<file path="config.mk">
export PLATFORM = sky130hd
export DESIGN_NAME = servant_wb_arbiter
export DESIGN_NICKNAME = d
export VERILOG_FILES = /design/src/rtl/servant_arb_pkg.sv /design/src/rtl/servant_arb_watchdog.sv /design/src/rtl/servant_wb_arbiter.sv
export SDC_FILE = /design/constraint.sdc
export NUM_CORES = 1
export LEC_CHECK = 0
export ABC_CLOCK_PERIOD_IN_PS = 3250
export CAP_MARGIN = 25
export CORE_AREA = 4 4 133 135
export DETAILED_ROUTE_END_ITERATION = 10
export DIE_AREA = 0 0 137 139
export SYNTH_ARGS = -nofsm -noshare
export SYNTH_HDL_FRONTEND = slang
export SYNTH_HIERARCHICAL = 1
export SYNTH_SLANG_ARGS = --single-unit
</file>
<file path="constraint.sdc">
create_clock -name i_clk -period 3.25 [get_ports i_clk]
set_clock_uncertainty 0.15 [all_clocks]
set_input_delay 0.65 -clock i_clk [delete_from_list [all_inputs] [get_ports i_clk]]
set_output_delay 0.65 -clock i_clk [all_outputs]
set_load 0.05 [all_outputs]
</file>
<file path="src/rtl/servant_arb_pkg.sv">
// servant_arb_pkg
//   Shared definitions for the servant two-master Wishbone arbiter:
//   FSM state encoding, default watchdog settings and master indices.
package servant_arb_pkg;

  typedef enum logic [1:0] {
    IDLE  = 2'd0,
    BUSY0 = 2'd1,
    BUSY1 = 2'd2
  } arb_state_e;

  localparam int          DEFAULT_TIMEOUT     = 64;
  localparam logic [31:0] DEFAULT_TIMEOUT_RDT = 32'hDEAD_BEEF;

  localparam logic M0 = 1'b0;
  localparam logic M1 = 1'b1;

endpackage

</file>
<file path="src/rtl/servant_arb_watchdog.sv">
// servant_arb_watchdog
//   Counts cycles a granted access has waited for its ack and flags the
//   cycle in which the access must be force-terminated.
// Ports:
//   i_clk, i_rst    clock, synchronous active-high reset
//   i_clr           restart the count (new grant)
//   i_en            an access is in flight (arbiter busy)
//   i_ack           slave ack this cycle; a real ack suppresses the timeout
//   o_timeout_hit   force-terminate the current access this cycle
module servant_arb_watchdog
  import servant_arb_pkg::*;
#(
  parameter int TIMEOUT = DEFAULT_TIMEOUT
) (
  input  logic i_clk,
  input  logic i_rst,
  input  logic i_clr,
  input  logic i_en,
  input  logic i_ack,
  output logic o_timeout_hit
);

  localparam int CW = (TIMEOUT > 0) ? $clog2(TIMEOUT + 1) : 1;
  localparam logic [CW-1:0] LAST = CW'((TIMEOUT > 0) ? TIMEOUT - 1 : 0);

  logic [CW-1:0] cnt_q, cnt_d;

  // Only meaningful while busy; a TIMEOUT of 1 would otherwise match the
  // idle count of zero.
  assign o_timeout_hit = (TIMEOUT != 0) && i_en && (cnt_q == LAST) && !i_ack;

  always_comb begin
    cnt_d = cnt_q;
    if (i_clr || !i_en) begin
      cnt_d = '0;
    end else if (!i_ack && !o_timeout_hit && (TIMEOUT != 0)) begin
      cnt_d = cnt_q + 1'b1;
    end
  end

  always_ff @(posedge i_clk) begin
    if (i_rst) begin
      cnt_q <= '0;
    end else begin
      cnt_q <= cnt_d;
    end
  end

endmodule

</file>
<file path="src/rtl/servant_wb_arbiter.sv">
// servant_wb_arbiter
//   Round-robin two-master Wishbone arbiter in front of the servant address
//   decode mux. A grant is held until ack; the arbiter always passes through
//   IDLE after an ack so the mux's registered ack cannot fire twice. A
//   watchdog force-acks stalled accesses and records the first one.
// Ports:
//   i_clk, i_rst                 clock, synchronous active-high reset
//   i_m0_* / o_m0_*              master 0 (CPU data bus) request / response
//   i_m1_* / o_m1_*              master 1 (DMA / loader) request / response
//   o_s_* / i_s_*                towards / from the address decode mux
//   o_err, o_err_adr, o_err_master  sticky record of the first timeout
//   i_err_clr                    clears the error record
module servant_wb_arbiter
  import servant_arb_pkg::*;
#(
  parameter int          TIMEOUT     = DEFAULT_TIMEOUT,
  parameter logic [31:0] TIMEOUT_RDT = DEFAULT_TIMEOUT_RDT
) (
  input  logic        i_clk,
  input  logic        i_rst,
  input  logic [31:0] i_m0_adr,
  input  logic [31:0] i_m0_dat,
  input  logic [3:0]  i_m0_sel,
  input  logic        i_m0_we,
  input  logic        i_m0_cyc,
  output logic [31:0] o_m0_rdt,
  output logic        o_m0_ack,
  input  logic [31:0] i_m1_adr,
  input  logic [31:0] i_m1_dat,
  input  logic [3:0]  i_m1_sel,
  input  logic        i_m1_we,
  input  logic        i_m1_cyc,
  output logic [31:0] o_m1_rdt,
  output logic        o_m1_ack,
  output logic [31:0] o_s_adr,
  output logic [31:0] o_s_dat,
  output logic [3:0]  o_s_sel,
  output logic        o_s_we,
  output logic        o_s_cyc,
  input  logic [31:0] i_s_rdt,
  input  logic        i_s_ack,
  output logic        o_err,
  output logic [31:0] o_err_adr,
  output logic        o_err_master,
  input  logic        i_err_clr
);

  arb_state_e  state_q;
  logic        last_grant_q;
  logic        err_q;
  logic [31:0] err_adr_q;
  logic        err_master_q;

  logic busy0, busy1, busy;
  logic gnt_cyc;
  logic wd_hit;
  logic hit;

  assign busy0   = (state_q == BUSY0);
  assign busy1   = (state_q == BUSY1);
  assign busy    = busy0 | busy1;
  assign gnt_cyc = (busy0 & i_m0_cyc) | (busy1 & i_m1_cyc);

  servant_arb_watchdog #(
    .TIMEOUT (TIMEOUT)
  ) u_wdog (
    .i_clk         (i_clk),
    .i_rst         (i_rst),
    .i_clr         (!busy),
    .i_en          (busy),
    .i_ack         (i_s_ack),
    .o_timeout_hit (wd_hit)
  );

  // An access the master has already abandoned is not force-acked and
  // does not count as an error.
  assign hit = wd_hit & gnt_cyc;

  always_comb begin
    o_s_adr = '0;
    o_s_dat = '0;
    o_s_sel = '0;
    o_s_we  = 1'b0;
    o_s_cyc = 1'b0;
    case (state_q)
      BUSY0: begin
        o_s_adr = i_m0_adr;
        o_s_dat = i_m0_dat;
        o_s_sel = i_m0_sel;
        o_s_we  = i_m0_we;
        o_s_cyc = i_m0_cyc;
      end
      BUSY1: begin
        o_s_adr = i_m1_adr;
        o_s_dat = i_m1_dat;
        o_s_sel = i_m1_sel;
        o_s_we  = i_m1_we;
        o_s_cyc = i_m1_cyc;
      end
      default: ;
    endcase
  end

  assign o_m0_ack = busy0 & (i_s_ack | hit);
  assign o_m1_ack = busy1 & (i_s_ack | hit);
  assign o_m0_rdt = hit ? TIMEOUT_RDT : i_s_rdt;
  assign o_m1_rdt = hit ? TIMEOUT_RDT : i_s_rdt;

  assign o_err        = err_q;
  assign o_err_adr    = err_adr_q;
  assign o_err_master = err_master_q;

  always_ff @(posedge i_clk) begin
    if (i_rst) begin
      state_q      <= IDLE;
      last_grant_q <= M1;
      err_q        <= 1'b0;
      err_adr_q    <= '0;
      err_master_q <= M0;
    end else begin
      case (state_q)
        IDLE: begin
          // On a tie the master that did not win last time gets the bus.
          if (i_m0_cyc && i_m1_cyc) begin
            if (last_grant_q == M1) begin
              state_q      <= BUSY0;
              last_grant_q <= M0;
            end else begin
              state_q      <= BUSY1;
              last_grant_q <= M1;
            end
          end else if (i_m0_cyc) begin
            state_q      <= BUSY0;
            last_grant_q <= M0;
          end else if (i_m1_cyc) begin
            state_q      <= BUSY1;
            last_grant_q <= M1;
          end
        end
        BUSY0: begin
          if (i_s_ack || hit || !i_m0_cyc) state_q <= IDLE;
        end
        BUSY1: begin
          if (i_s_ack || hit || !i_m1_cyc) state_q <= IDLE;
        end
        default: state_q <= IDLE;
      endcase

      // A clear in the same cycle as a new timeout yields the new record.
      if (hit && (!err_q || i_err_clr)) begin
        err_q        <= 1'b1;
        err_adr_q    <= o_s_adr;
        err_master_q <= busy1 ? M1 : M0;
      end else if (i_err_clr) begin
        err_q        <= 1'b0;
        err_adr_q    <= '0;
        err_master_q <= M0;
      end
    end
  end

endmodule
</file>
After elaboration in Yosys (flattened, before gate mapping)

Index checks and enable logic that the tools add are counted.

Bits in registers: 44
Input bits: 176
Word-level logic and storage cells: 65

Add/sub/neg operators: 1
Eq/ne operators: 6
Multiplexer cells: 23
Bitwise gates (word level): 9
Reduce and logical (&&, ||, !) cells: 20

Operators with widths:

| cell                                          | number |
|---|---|
| case mux 32 bit (2 select lines)              | 2 |
| two-way mux 32 bit                            | 3 |
| two-way mux 2 bit                             | 6 |
| two-way mux 1 bit                             | 8 |
| case mux 4 bit (2 select lines)               | 1 |
| adder 7 x 1 -> 7 bit, second input constant   | 1 |
| == test 7 x 6 -> 1 bit, second input constant | 1 |
| case mux 2 bit (3 select lines)               | 1 |
| bitwise AND 1 bit                             | 5 |
| logical AND 1 bit                             | 5 |
| zero test 1 bit                               | 5 |
| logical OR 1 bit                              | 4 |
| != test 2 x 1 -> 1 bit, second input constant | 2 |
| != test 4 bit, second input constant          | 1 |
| case mux 1 bit (2 select lines)               | 2 |
| bitwise OR 1 bit                              | 3 |
| AND reduction 3 bit                           | 1 |
| nonzero test 3 bit                            | 1 |
| == test 2 x 1 -> 1 bit, second input constant | 1 |
| == test 2 bit, second input constant          | 1 |
| zero test 2 bit                               | 1 |
| AND reduction 2 bit                           | 1 |
| nonzero test 2 bit                            | 1 |
| OR reduction 2 bit                            | 1 |
| inverter 1 bit                                | 1 |

Longest topological paths before layout

Depth after elaboration: 9
Gate-level depth with buffers: 8
Mapped depth without buffers: 7

Cells and area by module

The synthesis kept the hierarchy.

By module, submodules not included:

| module               | times used | cells an instance | area an instance (um^2) |
|---|---|---|---|
| servant_wb_arbiter   | 1          | 372               | 2924.1 |
| servant_arb_watchdog | 1          | 39                | 385.4 |

Worst setup path after synthesis

No wires, ideal clock.

Path type: reg2out
From: register state_q[0]
To: output port o_m1_rdt[18]
Arrival: 2.249 ns
Required time: 2.450 ns
Setup slack: 0.201 ns
Cell stages (with the launch flop): 9
Path through: dfxtp_1 inv_1 ha_1 and4b_4 and2_1 nand2_2 clkbuf_1 or2b_1 buf_4

Cells in the longest elaborated chain, start to end: 6
Elaborated cells between the ends (all ways): 10
Classes of those cells: 2 x eq/ne; 1 x mux; 5 x bitwise; 2 x reduce/logical

Ends and longest elaborated chain:

| item                                                           | RTL line                                           | RTL |
|---|---|---|
| start: declaration                                             | servant_wb_arbiter.sv:48                           | `arb_state_e state_q;` |
| start signal: assignment                                       | servant_wb_arbiter.sv:115                          | `state_q <= IDLE;` |
| start signal: assignment                                       | servant_wb_arbiter.sv:126                          | `state_q <= BUSY0;` |
| start signal: assignment                                       | servant_wb_arbiter.sv:129                          | `state_q <= BUSY1;` |
| == test 2 x 1 -> 1 bit / == test 2 bit (equally long branches) | servant_wb_arbiter.sv:59, servant_wb_arbiter.sv:60 |  |
| bitwise OR 1 bit (*)                                           | servant_wb_arbiter.sv:61                           | `assign busy = busy0 \| busy1;` |
| named net busy                                                 | servant_wb_arbiter.sv:54                           | `logic busy0, busy1, busy;` |
| logical AND 1 bit (*) (2 in series)                            | servant_arb_watchdog.sv:30                         | `assign o_timeout_hit = (TIMEOUT != 0) && i_en && (cnt_q == LAST) && !i_ack;` |
| named net wd_hit                                               | servant_wb_arbiter.sv:56                           | `logic wd_hit;` |
| bitwise AND 1 bit (*)                                          | servant_wb_arbiter.sv:77                           | `assign hit = wd_hit & gnt_cyc;` |
| two-way mux 32 bit (*)                                         | --                                                 |  |
| end: declaration                                               | servant_wb_arbiter.sv:33                           | `output logic [31:0] o_m1_rdt,` |

Mark *: on every way through the listed nets, which the timed path passes. The rest lies on a longest branch.

Worst setup path in the final report

From: input port i_s_ack
To: output port o_m1_rdt[18]

Cells in the longest elaborated chain, start to end: 4

Ends and longest elaborated chain:

| item               | RTL line                   | RTL |
|---|---|---|
| start: declaration | servant_wb_arbiter.sv:41   | `input logic i_s_ack,` |
| zero test 1 bit    | servant_arb_watchdog.sv:30 |  |
| logical AND 1 bit  | servant_arb_watchdog.sv:30 |  |
| named net wd_hit   | servant_wb_arbiter.sv:56   |  |
| bitwise AND 1 bit  | servant_wb_arbiter.sv:77   |  |
| two-way mux 32 bit | servant_wb_arbiter.sv:107  | `assign o_m1_rdt = hit ? TIMEOUT_RDT : i_s_rdt;` |

The timed path passes the listed nets, and every way through them passes these cells.

==> run_summary.xml <==
<?xml version="1.0" encoding="UTF-8"?>
<metrics>
  <group name="placement">
    <metric name="dp_hpwl" unit="um">14400</metric>
    <metric name="placed_cells_incl_taps" unit="">921</metric>
    <metric name="place_ws" unit="ns">0.125</metric>
    <metric name="globalplace.congestion" unit="">0.862</metric>
    <metric name="numPortBuffers" unit="">345</metric>
  </group>
  <group name="pwr">
    <metric name="power.clock.fraction" unit="">0.263</metric>
    <metric name="switchingPower" unit="uW">826</metric>
    <metric name="seq_power_share" unit="">0.243</metric>
    <metric name="pwr-share-comb" unit="">0.494</metric>
    <metric name="power" unit="mW">2.25</metric>
    <metric name="p_sw_frac" unit="">0.367</metric>
    <metric name="power_density_over_the_cells" unit="mW/mm2">300</metric>
    <metric name="ir_worst_vdd" unit="mV">0.174</metric>
    <metric name="power.static_leakage" unit="nW">2.85</metric>
    <metric name="internal_pwr_total" unit="mW">1.43</metric>
  </group>
  <group name="logic_synthesis">
    <metric name="synth_top_area_frac" unit="">0.266</metric>
    <metric name="synth.largest_area_cell" unit="">sky130_fd_sc_hd__dfxtp_1</metric>
    <metric name="synthesis.yosys.warnings" unit="">6</metric>
    <metric name="syn_inst" unit="">411</metric>
    <metric name="ys_types" unit="">37</metric>
    <metric name="edff_count_synth" unit="">0</metric>
    <metric name="post_synthesis_net_count" unit="">591</metric>
    <metric name="synth_flop_cell" unit="">sky130_fd_sc_hd__dfxtp_1</metric>
    <metric name="yosys-top-cells-count" unit="">sky130_fd_sc_hd__nor2_1 (87), sky130_fd_sc_hd__a22oi_1 (82), sky130_fd_sc_hd__dfxtp_1 (44), sky130_fd_sc_hd__buf_4 (32), sky130_fd_sc_hd__nand2b_1 (22)</metric>
    <metric name="top_post_synthesis_cells_by_area" unit="">sky130_fd_sc_hd__dfxtp_1 (27%), sky130_fd_sc_hd__a22oi_1 (19%), sky130_fd_sc_hd__nor2_1 (9.9%)</metric>
    <metric name="proportion_of_synthesized_chip_area_in_sequential_cells" unit="">0.266</metric>
    <metric name="ffs_latches_synth" unit="">44</metric>
    <metric name="synth_async_sr_flop_share" unit="">0</metric>
    <metric name="dominant_cell_by_count_in_the_synthesized_netlist" unit="">sky130_fd_sc_hd__nor2_1</metric>
    <metric name="post_synth.cell_area_avg" unit="um2">8.05</metric>
    <metric name="mappedNetlistArea" unit="mm2">0.00331</metric>
  </group>
  <group name="timing">
    <metric name="final_hold_violation_count" unit="">0</metric>
    <metric name="slew-limit-headroom" unit="">0.619</metric>
    <metric name="rsz0062_at_grt" unit="">false</metric>
    <metric name="setup_slack" unit="ns">0.131</metric>
    <metric name="timing.fmax" unit="GHz">0.321</metric>
    <metric name="final.setup.tns" unit="ns">0</metric>
    <metric name="worst_pin_slew" unit="ns">0.569</metric>
    <metric name="final_period_minus_worst_setup_slack" unit="ns">3.12</metric>
    <metric name="setup_viol" unit="">0</metric>
    <metric name="period_share" unit="">0.960</metric>
    <metric name="drv_slew" unit="">0</metric>
  </group>
  <group name="clocking">
    <metric name="clock_tree.htree_level_count" unit="">2</metric>
    <metric name="cts.reportedPaths.clkPinSlew" unit="ns">0.06</metric>
    <metric name="cts_hold_repair.buffers" unit="">0</metric>
    <metric name="tritoncts" unit="">built</metric>
    <metric name="cts_num_sinks" unit="">44</metric>
    <metric name="postCtsSetupBuffers" unit="">0</metric>
    <metric name="cts_inserted_buffers" unit="">5</metric>
    <metric name="cts_buffer_depth" unit="">2</metric>
    <metric name="ctsRootBufferMaster" unit="">sky130_fd_sc_hd__clkbuf_16</metric>
    <metric name="post_cts.resized_instances" unit="">0</metric>
    <metric name="clock_latency" unit="ns">0.28</metric>
  </group>
  <group name="run">
    <metric name="max_cap_viol_count" unit="">0</metric>
  </group>
  <group name="setup_path">
    <metric name="end_kind" unit="">primary output</metric>
    <metric name="crit_path_max_fanout" unit="">32</metric>
    <metric name="type_of_origin_of_the_critical_path" unit="">primary input</metric>
    <metric name="timing.critical_path.required" unit="ns">2.45</metric>
    <metric name="timing_worst_setup_path_type" unit="">in -&gt; out</metric>
    <metric name="worst_ep_arrival_time" unit="ns">2.32</metric>
  </group>
  <group name="detailed_routing">
    <metric name="drc_errors" unit="">0</metric>
    <metric name="drt.antenna.violating_nets" unit="">0</metric>
    <metric name="dr_wl_met2" unit="um">9170</metric>
    <metric name="top_signal_layer_used" unit="">met4</metric>
    <metric name="route.detailed.wl_per_inst" unit="um">18.2</metric>
    <metric name="starting_drt_drc_count" unit="">175</metric>
    <metric name="wl_met3" unit="um">1660</metric>
    <metric name="wirelength_met1" unit="um">5920</metric>
    <metric name="routed_wirelength" unit="um">16900</metric>
    <metric name="avgViaCountPerCell" unit="">4.49</metric>
    <metric name="firstDrtPassIters" unit="">5</metric>
    <metric name="dr_total_vias" unit="">4167</metric>
  </group>
  <group name="grt">
    <metric name="first_global_vias" unit="">4260</metric>
    <metric name="grt_antenna_before_repair" unit="">0</metric>
    <metric name="grt_max_degree" unit="">42</metric>
    <metric name="wire_length_of_the_first_global_routing_pass" unit="um">24900</metric>
    <metric name="track_usage" unit="">0.168</metric>
    <metric name="global_route.overflow_total" unit="">0</metric>
  </group>
  <group name="outcome">
    <metric name="outcome" unit="">finished, final reports clean</metric>
  </group>
  <group name="worst_hold_path">
    <metric name="timing.hold.worst.class" unit="">reg -&gt; reg</metric>
  </group>
  <group name="floorplanning">
    <metric name="io-pin-count" unit="">346</metric>
    <metric name="design.die.area" unit="mm2">0.0190</metric>
    <metric name="fp.dieH" unit="um">139</metric>
    <metric name="initial_core_util" unit="">0.201</metric>
    <metric name="placeableCoreArea" unit="mm2">0.0165</metric>
    <metric name="std_cell_rows" unit="">47</metric>
    <metric name="die_w" unit="um">137</metric>
  </group>
  <group name="cells_and_area">
    <metric name="stdcell_count" unit="">929</metric>
    <metric name="drive_gt1_frac" unit="">0.298</metric>
    <metric name="finalNetCount" unit="">888</metric>
    <metric name="synthToLayoutAreaGrowth" unit="%">127</metric>
    <metric name="antenna_cells" unit="">0</metric>
    <metric name="number_of_filler_cells_placed_in_the_layout" unit="">1530</metric>
  </group>
</metrics>
==> state kept, by name, summed over array words and instances (netlist names) <==
name,count
o_err,1
o_err_master,1
u_wdog/cnt_q,7
last_grant_q,1
state_q,2
o_err_adr,32
==> routing by layer <==
metal,GRT usage,up-vias
li1,-,2027
met3,0.0454,11
met1,0.179,1915
met5,0,-
met4,0.0336,0
met2,0.324,214
==> final timing paths <==
check	start	depth (start not counted)	endpoint	slack, ns
setup / recovery	i_s_ack	7	o_m1_rdt[18]	0.13
hold / removal	u_wdog/cnt_q[6]$_SDFFE_PP0P_	2	u_wdog/cnt_q[6]$_SDFFE_PP0P_	0.32
setup reg to reg	state_q[0]$_SDFFE_PP0P_	8	state_q[1]$_SDFFE_PP0P_	0.93
hold reg to reg	u_wdog/cnt_q[6]$_SDFFE_PP0P_	2	u_wdog/cnt_q[6]$_SDFFE_PP0P_	0.32
==> cells in the final DEF (no fill, tap or decap), types with 2 or more instances in the layout <==
| cell type | n |
|---|---|
| sky130_fd_sc_hd__and4b_1 | 2 |
| sky130_fd_sc_hd__ha_2 | 2 |
| sky130_fd_sc_hd__o32ai_1 | 2 |
| sky130_fd_sc_hd__dfxtp_1 | 44 |
| sky130_fd_sc_hd__clkdlybuf4s50_1 | 208 |
| sky130_fd_sc_hd__a31oi_1 | 4 |
| sky130_fd_sc_hd__clkbuf_16 | 5 |
| sky130_fd_sc_hd__nor2_1 | 87 |
| sky130_fd_sc_hd__a21oi_1 | 3 |
| sky130_fd_sc_hd__ha_1 | 2 |
| sky130_fd_sc_hd__buf_4 | 72 |
| sky130_fd_sc_hd__a22oi_1 | 82 |
| sky130_fd_sc_hd__nor2_2 | 20 |
| sky130_fd_sc_hd__o21ai_0 | 3 |
| sky130_fd_sc_hd__nand2b_1 | 22 |
| sky130_fd_sc_hd__nor2b_1 | 2 |
| sky130_fd_sc_hd__buf_12 | 77 |
| sky130_fd_sc_hd__and2_1 | 10 |
| sky130_fd_sc_hd__nand2_1 | 9 |
| sky130_fd_sc_hd__mux2i_1 | 3 |
| sky130_fd_sc_hd__inv_1 | 3 |
| sky130_fd_sc_hd__o21a_1 | 2 |
| sky130_fd_sc_hd__a22oi_2 | 21 |
| sky130_fd_sc_hd__or2b_1 | 6 |
==> through the flow <==
step / hold WS, ns / area (um2) / util
CTS: 0.313 / 7500 / 0.456
floorplan: 0.266 / 3310 / -
detailed placement: 0.303 / 7320 / 0.445
finish: 0.317 / 7500 / 0.456
global route: 0.360 / 7500 / 0.456
global placement: 0.282 / 7320 / 0.445
==> cell families after synthesis <==
kind of cell / synth area share
buffers and inverters: 0.138
multiplexers: 0.00907
adder cells (fa/ha/maj): 0.0151
flip-flops: 0.266
AO/OA/AOI/OAI: 0.319
AND/OR/NAND/NOR: 0.253
==> critical path, stage by stage <==
cell,delay (ns)
sky130_fd_sc_hd__clkdlybuf4s50_1,0.48
sky130_fd_sc_hd__and4b_1,0.23
sky130_fd_sc_hd__and2_1,0.17
sky130_fd_sc_hd__nand2_2,0.09
sky130_fd_sc_hd__buf_12,0.18
sky130_fd_sc_hd__or2b_1,0.32
sky130_fd_sc_hd__buf_12,0.18
==> cell type report <==
type	instances	area, um2	share of cell area
repair buffers	358	4170	0.556
multi-input cells	295	1980	0.265
flip-flops and latches	44	881	0.117
well taps	220	275	0.0367
clock buffers	6	139	0.0185
clock inverters	2	38.8	0.00517
inverters	4	15.0	0.00200
==> power groups by stage <==
stage               registers, mW  logic, mW  clock network, mW
finish                      0.546       1.11              0.593
global route                0.546       1.17              0.641
detailed placement          0.558       1.12                  0
floorplan                   0.558      0.568                  0
global placement            0.558       1.11                  0
CTS                         0.546       1.12              0.616
No activity file was read; power rests on OpenSTA's default activity.
==> patch (same settings) <==
Make the reset (`i_rst`) asynchronous in 2 clocked blocks. Comments in the files are not updated.
--- a/src/rtl/servant_arb_watchdog.sv
+++ b/src/rtl/servant_arb_watchdog.sv
@@ -38,7 +38,7 @@
     end
   end
 
-  always_ff @(posedge i_clk) begin
+  always_ff @(posedge i_clk or posedge i_rst) begin
     if (i_rst) begin
       cnt_q <= '0;
     end else begin
--- a/src/rtl/servant_wb_arbiter.sv
+++ b/src/rtl/servant_wb_arbiter.sv
@@ -110,7 +110,7 @@
   assign o_err_adr    = err_adr_q;
   assign o_err_master = err_master_q;
 
-  always_ff @(posedge i_clk) begin
+  always_ff @(posedge i_clk or posedge i_rst) begin
     if (i_rst) begin
       state_q      <= IDLE;
       last_grant_q <= M1;
Function: differs if i_rst is asserted again (counterexample within 4 cycles, from zero or initial values and one cycle with i_rst high); with i_rst held inactive, the same outputs for 10 cycles.
==> patch against the original RTL <==
- global-route usage shrank 1.6 points
- cell count down 3.2%
- synthesized area down 0.15%
- critical path type is now reg -> out
- worst setup slack barely moved
- sequential cell count is the same
- via count is 1.5% lower
- wire length down 6.1%
- fmax about the same
- non-clock buffer count up 5
- die area did not move
- utilization decreased by 1.0 points
- design area down 2.2%
Power is not compared: it rests on default switching activity, and its combinational part moved more than twofold at a synthesized area within 25%.
==> patch: results <==
metrics = {
    "status": {
        "status": "finished clean",
    },
    "placed_design": {
        "post-place-ws_ns": 0.148,
        "gp_congestion": 0.801,
        "placed_area_sq_um": 7110,
        "dp_hpwl_microns": 13300,
        "dp_cells": 888,
    },
    "critical_path": {
        "r2r_start": "state_q[0]",
        "r2r_setup_slack_ns": 0.85,
        "cp-startpoint": "u_wdog/cnt_q[1]",
        "cp_max_fo": 17,
        "rr_worst_depth": 7,
        "reg2reg_to": "u_wdog/cnt_q[2]",
        "cp-endpoint": "o_m1_rdt[28]",
    },
    "drt": {
        "viasPerCell": 4.57,
        "dr.first_iter.drc_count": 110,
        "routed_wl_microns": 15900,
        "first_pass_iters": 4,
        "dr_wl_met3_microns": 1390,
        "highest_layer": "met4",
        "route.met2.wl_microns": 8400,
        "routedLengthMet1_microns": 5980,
    },
    "synth": {
        "synth_commonest_cells": "a22oi_1 (70), nor2_1 (70), dfrtp_1 (43), buf_4 (35), a32o_1 (33)",
        "syn_nets": 558,
        "async_flop_share_pct": 100,
        "yosys_warnings": 6,
        "synth_area_leaders": "dfrtp_1 (33%), a22oi_1 (16%), a32o_1 (10%)",
        "netlist_instances": 378,
        "synth_cell_types": 39,
        "seq_area_frac_synth_pct": 33.4,
    },
    "grt": {
        "grt_pass1_wl_microns": 23100,
        "grt_pass1_vias": 4136,
        "grt_max_degree": 50,
        "grtUsageMet1_pct": 16.9,
        "use_met2_pct": 28.9,
        "gr-usage-all-layers_pct": 15.1,
        "use_met3_pct": 3.52,
        "antenna_found_initial": 0,
    },
    "clock_network": {
        "numCtsBuffers": 5,
        "cts_root_buf": "clkbuf_16",
        "clk_pin_slew_ns": 0.06,
        "clk_latency_ns": 0.28,
        "cts.path.max_buffers": 2,
        "cts-resized-gates": 1,
        "cts_setup_buffers": 0,
    },
    "worst_hold_path": {
        "hp-start": "o_err_adr[4]",
        "hold_depth": 1,
    },
    "final_layout": {
        "layout-drive-gt1-share_pct": 27.0,
        "antenna_cells": 0,
        "fill_cells": 1548,
        "finalNetCount": 858,
        "finalNonFillerCells": 899,
    },
    "power": {
        "power_leakage_uw": 0.00309,
        "switching_share_pct": 52.9,
        "peakVddDrop_uv": 385,
    },
    "sta": {
        "clock.fmax_mhz": 321,
        "relSlewSlack_pct": 51.9,
    },
}
patch: cell types whose count changed after synthesis, sizes merged, moves of 4 or more:
cell | unedited run | this run
nand2b | 22 | 27
a22oi | 103 | 70
a32o | 0 | 33
clkbuf | 16 | 12
buf | 52 | 58
dfxtp | 44 | 0
inv | 3 | 8
nor2 | 107 | 70
or2b | 6 | 0
dfrtp | 0 | 43
patch: critical path, cell delays in order, from the launching register on:
cell and delay, ns:
dfrtp_1 0.38, ha_2 0.21, and4b_4 0.28, nand3_2 0.15
nor3b_4 0.34, nand2_2 0.09, buf_4 0.20, nand2b_1 0.22
buf_12 0.18
patch: power groups by stage:
stage / sequential [uW] / combinational (uW) / clock (uW)
2_1_floorplan: 600 / 2000 / 0
3_3_place_gp: 604 / 3110 / 0
3_5_place_dp: 606 / 3150 / 0
4_1_cts: 597 / 3160 / 591
5_1_grt: 598 / 3320 / 617
6_report: 595 / 3140 / 571
patch: layout make-up:
| type | count | area (sq um) | area share (%) |
|---|---|---|---|
| clock buffer | 5 | 125 | 1.71 |
| clock inverter | 3 | 46.3 | 0.631 |
| inverter | 9 | 33.8 | 0.461 |
| multi-input combinational | 255 | 1750 | 23.9 |
| sequential | 44 | 1100 | 15.0 |
| tap | 220 | 275 | 3.75 |
| timing repair buffer | 363 | 4000 | 54.5 |
patch: cell families after synthesis:
group                      synth area share (%)
AOI/OAI and AO/OA                          30.7
DFF                                        33.4
adders and majority gates                  1.51
muxes                                     0.909
and+or+nand+nor                            18.9
buffers and inverters                      14.5
patch: worst min path at each step:
stage	to	slack (ns)
floorplan	u_wdog/cnt_q[0]	0.30
global placement	o_err_adr[25]	0.32
detailed placement	o_err_adr[15]	0.33
CTS	o_err_adr[25]	0.35
global route	o_err_adr[0]	0.35
finish	o_err_adr[4]	0.34
